===== config.mk =====
export PLATFORM = sky130hd
export DESIGN_NAME = keypad_scanner_flat
export DESIGN_NICKNAME = d
export VERILOG_FILES = /design/src/rtl/keypad_scanner_if.sv /design/src/rtl/keypad_scanner.sv /design/src/flat_wrapper.sv
export SDC_FILE = /design/constraint.sdc
export NUM_CORES = 1
export LEC_CHECK = 0
export BUFFER_PORTS_ARGS = -buffer_cell sky130_fd_sc_hd__buf_4
export CELL_PAD_IN_SITES_DETAIL_PLACEMENT = 0
export CELL_PAD_IN_SITES_GLOBAL_PLACEMENT = 1
export CORE_MARGIN = 8
export CORE_UTILIZATION = 43
export DETAILED_ROUTE_END_ITERATION = 6
export PLACE_DENSITY_LB_ADDON = 0.1
export SYNTH_ARGS = -nofsm -noshare
export SYNTH_HDL_FRONTEND = slang
export SYNTH_SLANG_ARGS = --single-unit

===== constraint.sdc =====
create_clock -name clk -period 10.7 [get_ports clk]
set_clock_uncertainty 0.05 [all_clocks]
set_input_delay 3.21 -clock clk [delete_from_list [all_inputs] [get_ports clk]]
set_output_delay 3.21 -clock clk [all_outputs]
set_load 0.02 [all_outputs]

===== src/rtl/keypad_scanner_if.sv =====
// Pin-side and consumer-side signals of the keypad scanner.
// master = scanner (drives rows and digit events), slave = keypad/consumer side.
interface keypad_scanner_if;
  logic [2:0] col_in;
  logic [3:0] row_out;
  logic       key_valid;
  logic [3:0] key_number;
  logic       key_ready;
  logic       overrun;

  modport master (
    input  col_in,
    input  key_ready,
    output row_out,
    output key_valid,
    output key_number,
    output overrun
  );

  modport slave (
    output col_in,
    output key_ready,
    input  row_out,
    input  key_valid,
    input  key_number,
    input  overrun
  );
endinterface


===== src/rtl/keypad_scanner.sv =====
// 3x4 keypad scanner: row strobe, frame debounce, one digit event per press; event visible 4*SCAN_DIV*DEBOUNCE cycles after press.
// Single-entry holding register under valid/ready; an event arriving while it is full and not draining is dropped and flags sticky overrun.
module keypad_scanner #(
  parameter int unsigned SCAN_DIV = 4,
  parameter int unsigned DEBOUNCE = 3
) (
  input  logic             clk,
  input  logic             reset,
  keypad_scanner_if.master kp
);

  typedef enum logic [1:0] {ROW_D = 2'd0, ROW_E = 2'd1, ROW_F = 2'd2, ROW_G = 2'd3} row_e;
  typedef enum logic [1:0] {CLS_NONE = 2'd0, CLS_KEY = 2'd1, CLS_BAD = 2'd2} cls_e;

  localparam logic [7:0] DWELL_MAX = 8'(SCAN_DIV - 1);
  localparam logic [3:0] DB_MAX    = 4'(DEBOUNCE);

  row_e        row_q, row_d;
  logic [7:0]  dwell_q, dwell_d;
  logic [11:0] acc_q, acc_d;
  cls_e        cand_cls_q, cand_cls_d;
  logic [3:0]  cand_dig_q, cand_dig_d;
  logic [3:0]  cnt_q, cnt_d;
  logic        pressed_q, pressed_d;
  logic        key_valid_q, key_valid_d;
  logic [3:0]  key_number_q, key_number_d;
  logic        overrun_q, overrun_d;

  logic        dwell_last;
  logic        frame_end;
  logic        same;
  logic        accept;
  logic        emit;
  logic [3:0]  ones;
  logic [3:0]  idx;
  logic [3:0]  frame_dig;
  cls_e        frame_cls;

  always_ff @(posedge clk) begin
    if (reset) begin
      row_q        <= ROW_D;
      dwell_q      <= '0;
      acc_q        <= '0;
      cand_cls_q   <= CLS_NONE;
      cand_dig_q   <= '0;
      cnt_q        <= DB_MAX;
      pressed_q    <= 1'b0;
      key_valid_q  <= 1'b0;
      key_number_q <= '0;
      overrun_q    <= 1'b0;
    end else begin
      row_q        <= row_d;
      dwell_q      <= dwell_d;
      acc_q        <= acc_d;
      cand_cls_q   <= cand_cls_d;
      cand_dig_q   <= cand_dig_d;
      cnt_q        <= cnt_d;
      pressed_q    <= pressed_d;
      key_valid_q  <= key_valid_d;
      key_number_q <= key_number_d;
      overrun_q    <= overrun_d;
    end
  end

  // Row sequencer: advance one row at the end of each dwell.
  always_comb begin
    dwell_last = (dwell_q == DWELL_MAX);
    dwell_d    = dwell_last ? 8'd0 : dwell_q + 8'd1;
    row_d      = row_q;
    if (dwell_last) begin
      row_d = row_e'(row_q + 2'd1);
    end
  end

  // acc_d already holds the row-g columns on the frame edge, so it is the complete frame.
  always_comb begin
    acc_d = acc_q;
    if (dwell_last) begin
      unique case (row_q)
        ROW_D: acc_d[2:0]  = kp.col_in;
        ROW_E: acc_d[5:3]  = kp.col_in;
        ROW_F: acc_d[8:6]  = kp.col_in;
        ROW_G: acc_d[11:9] = kp.col_in;
      endcase
    end
    frame_end = dwell_last && (row_q == ROW_G);

    ones = '0;
    idx  = '0;
    for (int i = 0; i < 12; i++) begin
      if (acc_d[i]) begin
        ones = ones + 4'd1;
        idx  = 4'(i);
      end
    end

    frame_cls = CLS_BAD;
    frame_dig = '0;
    if (ones == 4'd0) begin
      frame_cls = CLS_NONE;
    end else if (ones == 4'd1 && idx != 4'd9 && idx != 4'd11) begin
      frame_cls = CLS_KEY;
      frame_dig = (idx == 4'd10) ? 4'd0 : idx + 4'd1;
    end
  end

  always_comb begin
    cand_cls_d = cand_cls_q;
    cand_dig_d = cand_dig_q;
    cnt_d      = cnt_q;
    pressed_d  = pressed_q;
    accept     = 1'b0;
    emit       = 1'b0;
    same       = (frame_cls == cand_cls_q) && (frame_dig == cand_dig_q);

    if (frame_end) begin
      if (same) begin
        if (cnt_q != DB_MAX) begin
          cnt_d  = cnt_q + 4'd1;
          accept = ((cnt_q + 4'd1) == DB_MAX);
        end
      end else begin
        cand_cls_d = frame_cls;
        cand_dig_d = frame_dig;
        cnt_d      = 4'd1;
        accept     = (DB_MAX == 4'd1);
      end
    end

    if (accept) begin
      unique case (frame_cls)
        CLS_KEY: begin
          emit      = !pressed_q;
          pressed_d = 1'b1;
        end
        CLS_BAD:  pressed_d = 1'b1;
        default:  pressed_d = 1'b0;
      endcase
    end
  end

  // A drain and a new load may share an edge; only a full, stalled register drops.
  always_comb begin
    key_valid_d  = key_valid_q;
    key_number_d = key_number_q;
    overrun_d    = overrun_q;
    if (emit) begin
      if (!key_valid_q || kp.key_ready) begin
        key_valid_d  = 1'b1;
        key_number_d = frame_dig;
      end else begin
        overrun_d = 1'b1;
      end
    end else if (kp.key_ready) begin
      key_valid_d = 1'b0;
    end
  end

  always_comb begin
    unique case (row_q)
      ROW_D:   kp.row_out = 4'b0001;
      ROW_E:   kp.row_out = 4'b0010;
      ROW_F:   kp.row_out = 4'b0100;
      default: kp.row_out = 4'b1000;
    endcase
    kp.key_valid  = key_valid_q;
    kp.key_number = key_number_q;
    kp.overrun    = overrun_q;
  end

endmodule


===== src/flat_wrapper.sv =====
// flat-port wrapper written by rule: the top's interface ports become plain ports
module keypad_scanner_flat 
#(
  parameter int unsigned SCAN_DIV = 4,
  parameter int unsigned DEBOUNCE = 3
)
  (clk, reset, kp_col_in, kp_key_ready, kp_row_out, kp_key_valid, kp_key_number, kp_overrun);
  keypad_scanner_if kp_i ();
  input  logic clk;
  input  logic reset;
  input wire logic [$bits(kp_i.col_in)-1:0] kp_col_in;
  input wire logic [$bits(kp_i.key_ready)-1:0] kp_key_ready;
  output wire logic [$bits(kp_i.row_out)-1:0] kp_row_out;
  output wire logic [$bits(kp_i.key_valid)-1:0] kp_key_valid;
  output wire logic [$bits(kp_i.key_number)-1:0] kp_key_number;
  output wire logic [$bits(kp_i.overrun)-1:0] kp_overrun;
  assign kp_i.col_in = kp_col_in;
  assign kp_i.key_ready = kp_key_ready;
  assign kp_row_out = kp_i.row_out;
  assign kp_key_valid = kp_i.key_valid;
  assign kp_key_number = kp_i.key_number;
  assign kp_overrun = kp_i.overrun;
  keypad_scanner #(.SCAN_DIV(SCAN_DIV), .DEBOUNCE(DEBOUNCE)) u_core (.clk(clk), .reset(reset), .kp(kp_i));
endmodule

[Word-level counts from Yosys, hierarchy flattened]
Cells that the tools add are included.
Storage, ports and cells
  output and inout bits: 10
  bits in registers: 39
Cells by class
  muxes and demuxes: 45
  add/sub/neg operators: 15
  reduce and logical (&&, ||, !) cells: 17
  equality and inequality tests: 16
  bitwise logic cells: 2
Operators by type and width (count)
  2-to-1 mux 4 bit: 20
  adder 4 x 1 -> 4 bit (second input constant): 12
  2-to-1 mux 3 bit: 8
  2-to-1 mux 12 bit: 1
  one-hot mux 4 bit (3 select lines): 1
  2-to-1 mux 1 bit: 11
  AND reduction 2 bit: 5
  adder 8 x 1 -> 8 bit (second input constant): 1
  == test 8 x 2 -> 1 bit (second input constant): 1
  2-to-1 mux 2 bit: 4
  != test 4 bit (second input constant): 2
  == test 2 bit (second input constant): 3
  == test 2 x 1 -> 1 bit (second input constant): 2
  == test 4 x 1 -> 1 bit (second input constant): 1
  == test 4 x 2 -> 1 bit (second input constant): 1
  == test 4 bit: 1
  == test 4 bit (second input constant): 1
  logical AND 1 bit: 4
  zero test 4 bit: 1
  != test 2 bit (second input constant): 2
  != test 4 x 2 -> 1 bit (second input constant): 1
  OR reduction 2 bit: 2
  adder 1 x 1 -> 2 bit (second input constant): 1
  adder 2 x 1 -> 2 bit (second input constant): 1
  6 further kinds: 8

[Longest topological paths before layout]
Gate-level depths: netlist of the first run.
  depth after elaboration: 38
  gate-level depth with buffers: 48
  depth with buffers taken out: 46

[Least setup slack after synthesis of the first run]
OpenSTA, ideal clock, no wires.
  path type: in2reg
  from: input port kp_col_in[0]
  to: register u_core.key_number_q[2] (netlist: u_core.kp.key_number[2])
  arrival time: 11.064 ns
  slack: -0.535 ns
  cell stages on the path: 45
  setup time: 0.121 ns
  cells stage by stage: clkbuf_8 mux2i_1 ha_1 or3_1 and2_0 buf_2 ha_1 inv_1 nand2_1 o21a_1 ha_1 nand2_1 nand2_1 ha_1 a21oi_1 a311oi_1 o21ai_1 inv_1 [9 not listed] inv_1 ha_1 nand2_1 o221a_2 a21oi_1 ha_1 mux2i_1 inv_1 ha_1 xnor3_4 a32o_1 nand2_1 mux2_4 o32ai_4 o311a_1 buf_6 nand4_4 mux2_4
Between the ends
  word-level cells in the longest chain between the ends: 36
RTL lines
  start, declared: line flat_wrapper.sv:11  | input wire logic [$bits(kp_i.col_in)-1:0] kp_col_in;
  2-to-1 mux 3 bit: line keypad_scanner.sv:79  | unique case (row_q)
  2-to-1 mux 12 bit (*): line keypad_scanner.sv:78  | if (dwell_last) begin
  2-to-1 mux 1 bit: line keypad_scanner.sv:91  | if (acc_d[i]) begin
  adder 1 x 1 -> 2 bit: line keypad_scanner.sv:92  | ones = ones + 4'd1;
  2-to-1 mux 4 bit: line keypad_scanner.sv:91
  adder 4 x 1 -> 4 bit: line keypad_scanner.sv:92
  2-to-1 mux 4 bit: line keypad_scanner.sv:91
  adder 4 x 1 -> 4 bit: line keypad_scanner.sv:92
  [20 not listed]
  2-to-1 mux 4 bit / 2-to-1 mux 2 bit (equally long branches): line keypad_scanner.sv:101  | end else if (ones == 4'd1 && idx != 4'd9 && idx != 4'd11) begin
  2-to-1 mux 4 bit / 2-to-1 mux 2 bit (equally long branches): line keypad_scanner.sv:99  | if (ones == 4'd0) begin
  == test 4 bit / == test 2 bit (equally long branches): line keypad_scanner.sv:114  | same = (frame_cls == cand_cls_q) && (frame_dig == cand_dig_q);
  logical AND 1 bit: line keypad_scanner.sv:114
  2-to-1 mux 1 bit: line keypad_scanner.sv:117  | if (same) begin
  2-to-1 mux 1 bit: line keypad_scanner.sv:116  | if (frame_end) begin
  2-to-1 mux 1 bit: line keypad_scanner.sv:130  | if (accept) begin
  AND reduction 2 bit (no source line)
  end signal, assigned: line keypad_scanner.sv:60  | key_number_q <= key_number_d;
  end, declared: line keypad_scanner.sv:26  | logic [3:0] key_number_q, key_number_d;
Mark *: on every way between the ends. The rest lies on a longest branch, timed or not.
A chain may end at the register's enable or synchronous reset.

[Worst setup path in the final report of the first run]
  from: input port kp_col_in[0]
  to: register u_core.key_number_q[1] (netlist: u_core.kp.key_number[1])
The elaborated chain is that of the path after synthesis.

==> impl_results.rst, run 1 <==
.. list-table::
   :header-rows: 1

   * - Metric
     - Value
   * - Result of the run
     - finished, final reports clean
   * - Leak Pwr
     - 1.727 nW
   * - Main combinational cell family by area after synthesis
     - simple AND/OR/NAND/NOR gates
   * - TritonCTS clock tree
     - done
   * - Syn_area_per_cell
     - just over 8 sq um
   * - Post-placement cell count
     - 553
   * - Max-cap viol count
     - 0
   * - Gr ovfl total
     - 0
   * - XOR/XNOR Fraction of Synth Area
     - a little over an eighth
   * - Number of buffers on the longest clock path
     - 2
   * - Slowest CP cell
     - sky130_fd_sc_hd__xnor3_4
   * - Number of buffers inserted by port buffering
     - 15
   * - Share of synthesized cell area in and, or, nand and nor gates
     - 28.93%
   * - Initial core utilization
     - 43.41%
   * - Unique cell type count in the Yosys netlist
     - 87
   * - Library cell occupying the most area in the post-synthesis netlist
     - sky130_fd_sc_hd__dfxtp_1
   * - Clock insertion delay at the later pin of the skew report
     - 0.29 ns
   * - Transition time of the tightest slew-check pin
     - 0.8605 ns
   * - Number of inserted filler cells in the final layout
     - about 790
   * - Accumulated negative setup slack
     - 0 ns
   * - Largest incremental delay on the critical path
     - 0.41 ns
   * - Maximum level of the CTS H-tree
     - 2
   * - Final Cycle Share
     - between 90% and 100%
   * - Max-slew violation count
     - 0
   * - Final routed DRC violation total
     - 0
   * - Inserted Clock Buffers
     - 5
   * - Clock transition at the registers of the reported paths
     - approximately 0.070 ns
   * - Flop and latch count out of synthesis
     - 39
   * - Number of antenna violations at the first check in global routing
     - 0
   * - ANT cells
     - 0
   * - Class of the most critical setup path
     - in -> reg
   * - Post-Synthesis Net Count
     - 441
   * - Area of the mapped netlist
     - 0.003477 sq mm
   * - Standard-cell row count
     - 33
   * - Final count of hold timing violations
     - 0
   * - Mux contribution to synthesized area
     - 5.650%
   * - Minimum period implied by the final worst setup slack
     - 10.64 ns
   * - Core region area
     - between 0.008 and 0.009 sq mm
   * - Detailed-route wire length per cell
     - 15.19 um
   * - Worst max-slew margin expressed relative to the limit
     - approximately two fifths
   * - Detailed Place HPWL
     - 6473 um
   * - Gate count of the mapped netlist
     - 418
   * - Placement Cell Area
     - 0.003882 sq mm
   * - Sinks on Clock Net
     - 39
   * - Number of warnings printed during yosys synthesis
     - 0
   * - CP Max Fanout
     - 4
   * - Arr. time, crit path
     - 10.77 ns
   * - Final instance count without filler cells
     - 567
   * - Critical path's most frequent cell
     - sky130_fd_sc_hd__ha_4
   * - Via count
     - 3088
   * - Maximum ir drop on the vdd rail
     - 0.00006407 V
   * - Number of detailed-route iterations in the first pass
     - 4
   * - Cell area after layout
     - around 0.0042 sq mm
   * - Final setup violation count
     - 0
   * - Highest clock frequency the design can meet
     - 93.95 MHz
   * - Total routing usage reported by global routing
     - 15.27%
   * - Number of nets with antenna violations after routing
     - 0
   * - Power Dens Cells
     - 91.25 mW/mm^2
   * - Share of synthesized registers carrying an async set or reset
     - 0%
   * - Required time of the worst setup path
     - between 10 and 15 ns
   * - Number of global-route vias before repair
     - 2976
   * - Pin count of the biggest net entering global routing
     - 38
   * - Sum of routed wire length over all layers
     - around 8600 um
   * - Clock root buffer
     - sky130_fd_sc_hd__clkbuf_8
   * - Startpoint kind of the worst setup timing path
     - primary input
   * - Fraction of post-synthesis cell area in the top cell type by area
     - between 20 and 25%
   * - Fraction of the yosys area taken by sequential cells
     - 22.45%
   * - Share of final-layout standard cells stronger than drive strength 1
     - 29.22%
   * - Fraction of the mapped netlist area in adder cells
     - between 6 and 7%
   * - Final layout net count
     - 485
   * - Synth Area in Compound Gates
     - 17.60%
   * - First-pass GRT wire length
     - 14480 um
   * - Count of flip-flops with a built-in enable after synthesis
     - 0
   * - RSZ-0062 raised after global routing
     - true
   * - Per-cell via count in the routed design
     - 5.446
   * - Hold crit path type
     - reg -> reg
   * - Area of the die
     - around 0.011 sq mm
   * - Placer congestion estimate
     - 0.8055
   * - Height of the die
     - 105.9 um
   * - Die X-Extent
     - approximately 110 um
   * - Post-synthesis to final-layout area growth
     - 20.69%
   * - Number of top-level design ports
     - 16
   * - Initial DRC Count
     - between 100 and 150
   * - Predominant post-synthesis flop cell
     - sky130_fd_sc_hd__dfxtp_1
   * - Type of element capturing the critical path
     - register
   * - Setup slack of the critical path after layout
     - 0.05581 ns
   * - Top cells by area in the synthesized netlist
     - sky130_fd_sc_hd__dfxtp_1 (22%), sky130_fd_sc_hd__ha_1 (6.1%), sky130_fd_sc_hd__nor2_1 (5.3%), sky130_fd_sc_hd__nand2_1 (5.0%), sky130_fd_sc_hd__xnor2_1 (4.0%)
   * - Placement Setup Slack
     - -0.3571 ns
==> flip-flops by register name, summed over array words and instances, names as in the netlist <==
name / cells
u_core.kp.key_number: 4
u_core.pressed_q: 1
u_core.cand_cls_q: 2
u_core.kp.key_valid: 1
u_core.cand_dig_q: 4
u_core.acc_q: 12
u_core.kp.overrun: 1
u_core.cnt_q: 4
u_core.dwell_q: 8
u_core.row_q: 2
==> placed cells by master (no fill, tap or decap), types with 5 or more instances in the layout <==
| cell | n |
|---|---|
| sky130_fd_sc_hd__buf_4 | 52 |
| sky130_fd_sc_hd__nor2_1 | 49 |
| sky130_fd_sc_hd__nand2_1 | 40 |
| sky130_fd_sc_hd__dfxtp_1 | 39 |
| sky130_fd_sc_hd__a21oi_1 | 21 |
| sky130_fd_sc_hd__o21ai_0 | 19 |
| sky130_fd_sc_hd__nand3_1 | 17 |
| sky130_fd_sc_hd__xnor2_1 | 13 |
| sky130_fd_sc_hd__inv_1 | 12 |
| sky130_fd_sc_hd__ha_1 | 11 |
| sky130_fd_sc_hd__nor2b_1 | 10 |
| sky130_fd_sc_hd__xor2_1 | 10 |
| sky130_fd_sc_hd__and2_1 | 8 |
| sky130_fd_sc_hd__mux2i_1 | 7 |
| sky130_fd_sc_hd__nand2b_1 | 7 |
| sky130_fd_sc_hd__nor3_1 | 6 |
| sky130_fd_sc_hd__nand2_2 | 5 |
| sky130_fd_sc_hd__xnor2_2 | 5 |
| sky130_fd_sc_hd__ha_4 | 5 |
| sky130_fd_sc_hd__clkbuf_8 | 5 |
==> logic make-up (layout without fill, tap and decap cells) <==
| family | Yosys count | in the layout |
|---|---|---|
| adders and majority gates | 17 | 17 |
| DFF | 39 | 39 |
| and+or+nand+nor | 187 | 187 |
| buffers and inverters | 31 | 75 |
| muxes | 18 | 18 |
| xor gates and xnor gates | 37 | 37 |
| AOI/OAI and AO/OA | 89 | 89 |
==> path summary, 6_finish.rpt <==
path | startpoint | end | slack (ns) | depth (start not counted)
setup / recovery | kp_col_in[0] | u_core.kp.key_number[1] | 0.06 | 43
hold / removal | u_core.kp.key_number[0] | u_core.kp.key_number[0] | 0.43 | 2
setup reg to reg | u_core.dwell_q[2] | u_core.kp.key_number[1] | 1.28 | 44
hold reg to reg | u_core.kp.key_number[0] | u_core.kp.key_number[0] | 0.43 | 2
==> Yosys cell counts (all sizes together), types with 3 or more instances <==
library cell  count
inv              13
nor3b             4
xnor3             5
o221ai            3
dfxtp            39
mux2              7
nand3            18
mux2i            11
nand2b            7
xnor2            20
buf               7
clkbuf           10
nor2             49
a21oi            24
ha               17
a211oi            4
a21boi            6
nor2b            10
nand4bb           3
xor2             11
nor3              8
a31oi             4
and3              5
o21ai            23
or3               4
nand4             5
nand2            47
and2             12
==> power by group <==
part | internal [W] | total (W) | switching, W
Sequential | 0.000147 | 0.000150 | 0.00000241
Combinational | 0.0000663 | 0.000135 | 0.0000690
Clock | 0.0000446 | 0.0000981 | 0.0000534
Total | 0.000258 | 0.000383 | 0.000125
==> what timing repair did <==
item / CTS / global route
endpoints found under the setup margin: 4 / 16
setup buffers: 0 / 7
gates resized for setup: 3 / 30
hold buffers: 0 / 0
pin swaps: 0 / 21
hold endpoints to repair: 0 / 0
==> worst max-delay path, delay by kind of cell <==
kind                       cells  cell delay [ns]
AOI/OAI and AO/OA             13             2.11
xor gates and xnor gates       1             0.41
adders and majority gates     10             2.46
buffers and inverters          5             0.37
muxes                          4             0.93
and+or+nand+nor               10             1.25
==> cell type report <==
type / count / area, sq um / area share, %
Tap cell: 105 / 131.4 / 3.131
Inverter: 13 / 48.80 / 1.163
Clock inverter: 2 / 13.76 / 0.3280
Multi-Input combinational cell: 348 / 2725 / 64.94
Sequential cell: 39 / 780.7 / 18.60
Timing Repair Buffer: 55 / 427.9 / 10.20
Clock buffer: 5 / 68.82 / 1.640
==> metal layers <==
layer	track usage (%)	wire (um)	vias up
met2	24.80	4040	21
met4	4.121	87	0
li1	-	-	1586
met3	1.875	110	7
met1	20.80	4373	1474
met5	0	0	-
==> metrics by stage <==
stage	utilization (%)	hold slack, ns	power, W
6_report	52.39	0.4323	0.0003829
5_1_grt	52.39	0.4663	0.0004034
4_1_cts	49.73	0.4391	0.0003707
3_5_place_dp	48.47	0.4202	0.0002702
3_3_place_gp	48.47	0.4119	0.0002684
2_1_floorplan	-	0.3877	0.0002313
Note: power is estimated with default switching activity, not from simulation.
==> run 2, diff against run 1 <==
--- a/config.mk
+++ b/config.mk
@@ -8,7 +8,6 @@
 export BUFFER_PORTS_ARGS = -buffer_cell sky130_fd_sc_hd__buf_4
 export CELL_PAD_IN_SITES_DETAIL_PLACEMENT = 0
 export CELL_PAD_IN_SITES_GLOBAL_PLACEMENT = 1
-export CORE_MARGIN = 8
 export CORE_UTILIZATION = 43
 export DETAILED_ROUTE_END_ITERATION = 6
 export PLACE_DENSITY_LB_ADDON = 0.1
==> impl_results.rst, run 2 (synthesized netlist as in run 1, its figures left out) <==
.. list-table::
   :header-rows: 1

   * - Metric
     - Value
   * - Reg-to-reg startpoint
     - u_core.dwell_q[2]
   * - Final setup violation count
     - 0
   * - Number of inserted filler cells in the final layout
     - about 740
   * - Number of buffers inserted by port buffering
     - 15
   * - Cell area after layout
     - 0.004254 sq mm
   * - Most congested layer reported by global routing
     - met2
   * - ANT cells
     - 0
   * - Register bank with the most flops
     - u_core.acc_q
   * - Total Power Consumption
     - 0.0004280 W
   * - Final count of hold timing violations
     - 0
   * - Hold_sp
     - u_core.kp.key_number[3]
   * - Hold crit path type
     - reg -> reg
   * - Accumulated negative setup slack
     - 0 ns
   * - Final routed DRC violation total
     - 0
   * - Cell internal power dissipation
     - 0.0003014 W
   * - Number of buffers on the longest clock path
     - 2
   * - Required time of the worst setup path
     - 10.84 ns
   * - Detailed-route wire length per cell
     - around 15 um
   * - Worst max-slew margin expressed relative to the limit
     - between 40% and 50%
   * - Critical path's most frequent cell
     - sky130_fd_sc_hd__ha_4
   * - Maximum ir drop on the vdd rail
     - 0.00009537 V
   * - Largest incremental delay on the critical path
     - just over 0.4 ns
   * - Switching Power
     - 0.0001266 W
   * - Final Cycle Share
     - 98.14%
   * - Clock root buffer
     - sky130_fd_sc_hd__clkbuf_8
   * - Max-cap viol count
     - 0
   * - GRT met2 Usage
     - 32.03%
   * - Placer congestion estimate
     - between 0.8 and 0.9
   * - Most used cells in the layout excluding fill and tap cells
     - sky130_fd_sc_hd__buf_4 (53), sky130_fd_sc_hd__nor2_1 (49), sky130_fd_sc_hd__nand2_1 (40)
   * - Crit path launch
     - kp_col_in[0]
   * - Clock transition at the registers of the reported paths
     - 0.09 ns
   * - Startpoint kind of the worst setup timing path
     - primary input
   * - Share of final-layout standard cells stronger than drive strength 1
     - between 20% and 30%
   * - Die X-Extent
     - slightly above 90 um
   * - Biggest regs
     - u_core.acc_q x12, u_core.dwell_q x8
   * - RSZ-0062 raised after global routing
     - true
   * - Initial core utilization
     - 44.76%
   * - Transition time of the tightest slew-check pin
     - 0.8516 ns
   * - Gr ovfl total
     - 0
   * - TritonCTS clock tree
     - done
   * - Met3 capacity usage during global routing
     - 2.073%
   * - Number of nets with antenna violations after routing
     - 0
   * - CP Max Fanout
     - 4
   * - Final standard cell utilization of the core
     - between 50% and 60%
   * - Sum of routed wire length over all layers
     - 8423 um
   * - Sequential cell area
     - 780.7 sq um
   * - Maximum level of the CTS H-tree
     - 2
   * - Area of the die
     - 0.008450 sq mm
   * - Seq pwr share
     - 34.9%
   * - Type of element capturing the critical path
     - register
   * - Inserted Clock Buffers
     - 5
   * - Arr. time, crit path
     - 10.64 ns
   * - Final layout net count
     - 485
   * - Leak Pwr
     - 1.742 nW
   * - Via count
     - 3078
   * - GRT met1 Usage
     - about 29%
   * - Detailed Place HPWL
     - 6284 um
   * - Max-slew violation count
     - 0
   * - Clock power share
     - 35.0%
   * - Post-synthesis to final-layout area growth
     - 22.35%
   * - Height of the die
     - between 90 and 100 um
   * - Clock insertion delay at the later pin of the skew report
     - 0.30 ns
   * - Largest register FFs
     - 12
   * - Power Dens Cells
     - 100.6 mW/mm^2
   * - Multi-input logic area
     - 0.002740 sq mm
   * - Sinks on Clock Net
     - 39
   * - Slowest CP cell
     - sky130_fd_sc_hd__xnor3_4
   * - Most common library cell in the layout ignoring fill and taps
     - sky130_fd_sc_hd__buf_4
   * - Class of the most critical setup path
     - in -> reg
   * - Number of detailed-route iterations in the first pass
     - 4
   * - Core region area
     - between 0.007 and 0.008 sq mm
   * - Share of power burned in combinational logic
     - 30.1%
   * - Standard-cell row count
     - 32
   * - Number of global-route vias before repair
     - 2878
   * - Placement Cell Area
     - between 0.003 and 0.004 sq mm
   * - Result of the run
     - finished, final reports clean
   * - Number of top-level design ports
     - 16
   * - First-pass GRT wire length
     - 13920 um
   * - Initial DRC Count
     - 153
   * - Total routing usage reported by global routing
     - about a fifth
   * - Highest clock frequency the design can meet
     - 95.23 MHz
   * - Minimum period implied by the final worst setup slack
     - 10.50 ns
   * - Switching Share
     - 29.57%
   * - Pin count of the biggest net entering global routing
     - 38
   * - Per-cell via count in the routed design
     - 5.448
   * - Number of antenna violations at the first check in global routing
     - 0
==> run 2: cell count changes in the layout (fill, tap and decap cells not counted), sizes merged <==
cell / before / now
clkinvlp: 0 / 1
bufinv: 0 / 2
clkinv: 2 / 0
==> run 2: through the flow <==
| stage | instances | hold WS (ns) | setup WS [ns] |
|---|---|---|---|
| 2_1_floorplan | 418 | 0.3877 | -0.1174 |
| 3_3_place_gp | 550 | 0.4146 | -0.08014 |
| 3_5_place_dp | 550 | 0.4205 | -0.2364 |
| 4_1_cts | 558 | 0.4330 | 0.04989 |
| 5_1_grt | 565 | 0.4642 | -0.2166 |
| 6_report | 565 | 0.4280 | 0.1993 |
==> run 2: repair_timing <==
action,4_1_cts,5_1_grt
endpoints found under the setup margin,0,16
buffers inserted,0,7
hold buffers,0,0
gates resized for setup,0,32
hold endpoints to repair,0,0
==> run 2: cell type report <==
class | instances | area share (%)
clock inverter | 3 | 1.588
multi-input combinational | 348 | 64.41
timing repair buffer | 55 | 9.882
clock buffer | 5 | 1.618
tap | 102 | 3.000
sequential | 39 | 18.35
inverter | 13 | 1.147
==> run 2: metal layers <==
| metal | routed length, um | vias up |
|---|---|---|
| met5 | 0 | - |
| met4 | 128 | 0 |
| met3 | 120 | 10 |
| met2 | 3806 | 26 |
| met1 | 4368 | 1456 |
| li1 | - | 1586 |
==> run 2: power by group through the flow <==
stage | Combinational, W | Clock (W) | Sequential, W
finish | 0.000129 | 0.000150 | 0.000150
global route | 0.000142 | 0.000159 | 0.000150
CTS | 0.000115 | 0.000153 | 0.000149
detailed placement | 0.000115 | 0 | 0.000153
global placement | 0.000113 | 0 | 0.000153
floorplan | 0.0000790 | 0 | 0.000152
==> run 2: path summary, 6_finish.rpt <==
kind                                   to  slack [ns]  depth (start not counted)
setup reg to reg  u_core.kp.key_number[1]        1.41                         44
hold reg to reg   u_core.kp.key_number[3]        0.43                          2
hold / removal    u_core.kp.key_number[3]        0.43                          2
setup / recovery  u_core.kp.key_number[1]        0.20                         43
==> run 2: worst max-delay path, delay by kind of cell <==
kind	cells	cell delay (ns)
AO/OA/AOI/OAI	13	2.09
adder cells (fa/ha/maj)	10	2.41
AND/OR/NAND/NOR	10	1.27
XOR/XNOR	1	0.41
multiplexers	4	0.90
buffers and inverters	5	0.35
==> run 3, diff against run 2 <==
--- a/config.mk
+++ b/config.mk
@@ -8,8 +8,10 @@
 export BUFFER_PORTS_ARGS = -buffer_cell sky130_fd_sc_hd__buf_4
 export CELL_PAD_IN_SITES_DETAIL_PLACEMENT = 0
 export CELL_PAD_IN_SITES_GLOBAL_PLACEMENT = 1
-export CORE_UTILIZATION = 43
+export CORE_ASPECT_RATIO = 1.1
+export CORE_UTILIZATION = 51
 export DETAILED_ROUTE_END_ITERATION = 6
+export HOLD_SLACK_MARGIN = 0.05
 export PLACE_DENSITY_LB_ADDON = 0.1
 export SYNTH_ARGS = -nofsm -noshare
 export SYNTH_HDL_FRONTEND = slang
==> constraint.sdc (replaced) <==
create_clock -name clk -period 13.4 [get_ports clk]
set_clock_uncertainty 0.05 [all_clocks]
set_input_delay 4.02 -clock clk [delete_from_list [all_inputs] [get_ports clk]]
set_output_delay 4.02 -clock clk [all_outputs]
set_load 0.02 [all_outputs]
==> impl_results.rst, run 3 (synthesized netlist as in run 1, its figures left out) <==
.. list-table::
   :header-rows: 1

   * - Metric
     - Value
   * - Final setup violation count
     - 0
   * - Sinks on Clock Net
     - 39
   * - Register bank with the most flops
     - u_core.acc_q
   * - Slowest CP cell
     - sky130_fd_sc_hd__or3_1
   * - Arr. time, crit path
     - 12.81 ns
   * - Standard-cell row count
     - 31
   * - Result of the run
     - finished, final reports clean
   * - Inserted Clock Buffers
     - 5
   * - Setup Fix Bufs, Post-CTS
     - 0
   * - Transition time of the tightest slew-check pin
     - 0.7608 ns
   * - Post-synthesis to final-layout area growth
     - 6.117%
   * - Hold crit path type
     - reg -> reg
   * - Worst hold path endpoint
     - u_core.dwell_q[0]
   * - RR Endpoint
     - u_core.kp.key_number[1]
   * - Gr ovfl total
     - 0
   * - CP Max Fanout
     - 9
   * - Detailed-route wire length per cell
     - 14.81 um
   * - Initial DRC Count
     - 150
   * - Final count of hold timing violations
     - 0
   * - Total routing usage reported by global routing
     - around 23%
   * - Die X-Extent
     - 80.73 um
   * - Final routed DRC violation total
     - 0
   * - Worst path top cell family by delay
     - adder cells
   * - Height of the die
     - 88.60 um
   * - Per-cell via count in the routed design
     - about 5.7
   * - Number of global-route vias before repair
     - 2713
   * - Number of buffers on the longest clock path
     - 2
   * - TritonCTS clock tree
     - done
   * - First-pass GRT wire length
     - 12760 um
   * - Max-slew violation count
     - 0
   * - Final Cycle Share
     - 94.59%
   * - Initial core utilization
     - 52.73%
   * - RSZ-0062 raised after global routing
     - false
   * - Register-to-register path setup slack
     - about 3.1 ns
   * - Number of detailed-route iterations in the first pass
     - 4
   * - Class of the most critical setup path
     - in -> reg
   * - Sum of routed wire length over all layers
     - ~7500 um
   * - Seq pwr share
     - roughly 42%
   * - Resized cells post-CTS
     - 0
   * - Clock power share
     - 31.6%
   * - Hold-fix buffer count after cts
     - 0
   * - Detailed Place HPWL
     - about 5700 um
   * - Max-cap viol count
     - 0
   * - Final layout net count
     - ~450
   * - Cell depth of the worst hold path
     - 1
   * - Via count
     - approximately 2900
   * - Minimum period implied by the final worst setup slack
     - 12.67 ns
   * - Placement Setup Slack
     - about 0.37 ns
   * - Required time of the worst setup path
     - 13.53 ns
   * - Highest clock frequency the design can meet
     - 78.90 MHz
   * - Clock insertion delay at the later pin of the skew report
     - 0.29 ns
   * - Share of final-layout standard cells stronger than drive strength 1
     - 15.96%
   * - Critical path's most frequent cell
     - sky130_fd_sc_hd__ha_1
   * - Setup slack of the critical path after layout
     - 0.7252 ns
   * - Switching Share
     - 31.46%
   * - Clock root buffer
     - sky130_fd_sc_hd__clkbuf_8
   * - Core region area
     - ~0.0066 sq mm
   * - Number of nets with antenna violations after routing
     - 0
   * - Accumulated negative setup slack
     - 0 ns
   * - Worst max-slew margin expressed relative to the limit
     - a little under half
   * - Number of buffers and inverters on the critical path
     - 5
   * - Pin count of the biggest net entering global routing
     - 38
   * - Area of the die
     - 0.007152 sq mm
   * - Maximum ir drop on the vdd rail
     - around 0.000074 V
   * - Cell internal power dissipation
     - 0.0001931 W
   * - Placer congestion estimate
     - 0.8237
   * - Switching Power
     - 0.00008861 W
   * - Reg-to-reg startpoint
     - u_core.dwell_q[2]
   * - Most used cells in the layout excluding fill and tap cells
     - sky130_fd_sc_hd__nor2_1 (49), sky130_fd_sc_hd__nand2_1 (46), sky130_fd_sc_hd__dfxtp_1 (39)
   * - Leak Pwr
     - 1.532 nW
   * - Clock transition at the registers of the reported paths
     - 0.08 ns
   * - Startpoint kind of the worst setup timing path
     - primary input
   * - Most common library cell in the layout ignoring fill and taps
     - sky130_fd_sc_hd__nor2_1
   * - Hold_sp
     - u_core.dwell_q[0]
   * - Maximum level of the CTS H-tree
     - 2
   * - Largest register FFs
     - 12
   * - Number of buffers inserted by port buffering
     - 15
   * - Largest incremental delay on the critical path
     - 0.42 ns
   * - Number of antenna violations at the first check in global routing
     - 0
   * - Biggest regs
     - u_core.acc_q x12, u_core.dwell_q x8
   * - ANT cells
     - 0
   * - Type of element capturing the critical path
     - register
   * - Number of top-level design ports
     - 16
   * - Power Dens Cells
     - about 76 mW/mm^2
   * - Worst reg-to-reg path cell count
     - 44
   * - Share of power burned in combinational logic
     - 26.0%
   * - Worst hold slack after final layout
     - between 0.4 and 0.5 ns
-- run 3: cell types whose count changed in the layout (fill, tap and decap cells not counted), sizes merged --
cell,before,now
buf,55,18
clkbuf,5,7
bufinv,2,0
-- run 3: cell type report --
cell class | instances | area (sq um)
inverters | 13 | 48.80
repair buffers | 18 | 135.1
well taps | 82 | 102.6
flip-flops and latches | 39 | 780.7
clock buffers | 7 | 96.34
fillers | 649 | 2904
clock inverters | 1 | 7.507
multi-input cells | 348 | 2519
-- run 3: worst max path at each step --
stage,slack [ns],from,endpoint,cells past startpoint
final,0.73,kp_col_in[0],u_core.kp.key_number[1],43
after global routing,0.08,kp_col_in[0],u_core.cand_cls_q[0],43
after CTS,0.64,kp_col_in[0],u_core.kp.key_number[1],43
after detailed placement,0.37,kp_col_in[0],u_core.kp.key_number[1],43
after global placement,0.44,kp_col_in[0],u_core.kp.key_number[1],43
after floorplan,1.36,kp_col_in[0],u_core.kp.key_number[2],45
-- run 3: power by group through the flow --
| stage | sequential, W | clock, W | combinational, W |
|---|---|---|---|
| after detailed placement | 0.000122 | 0 | 0.0000705 |
| final | 0.000119 | 0.0000891 | 0.0000733 |
| after global placement | 0.000122 | 0 | 0.0000698 |
| after global routing | 0.000120 | 0.0000962 | 0.0000817 |
| after CTS | 0.000119 | 0.0000916 | 0.0000709 |
| after floorplan | 0.000122 | 0 | 0.0000589 |
-- run 3: routing by layer --
| metal | up-vias | wire length, um | track usage (%) |
|---|---|---|---|
| li1 | 1505 | - | - |
| met4 | 0 | 63 | 4.870 |
| met5 | - | 0 | 0 |
| met3 | 5 | 253 | 3.505 |
| met1 | 1357 | 3792 | 31.93 |
| met2 | 43 | 3414 | 37.44 |
-- run 3: stage by stage --
| step | instances | cell area [sq um] | total power, W | util, % |
|---|---|---|---|---|
| floorplan | 418 | 3477 | 0.0001805 | - |
| global placement | 500 | 3570 | 0.0001918 | 54.14 |
| detailed placement | 500 | 3570 | 0.0001925 | 54.14 |
| CTS | 508 | 3674 | 0.0002818 | 55.71 |
| global route | 508 | 3690 | 0.0002975 | 55.96 |
| finish | 508 | 3690 | 0.0002817 | 55.96 |
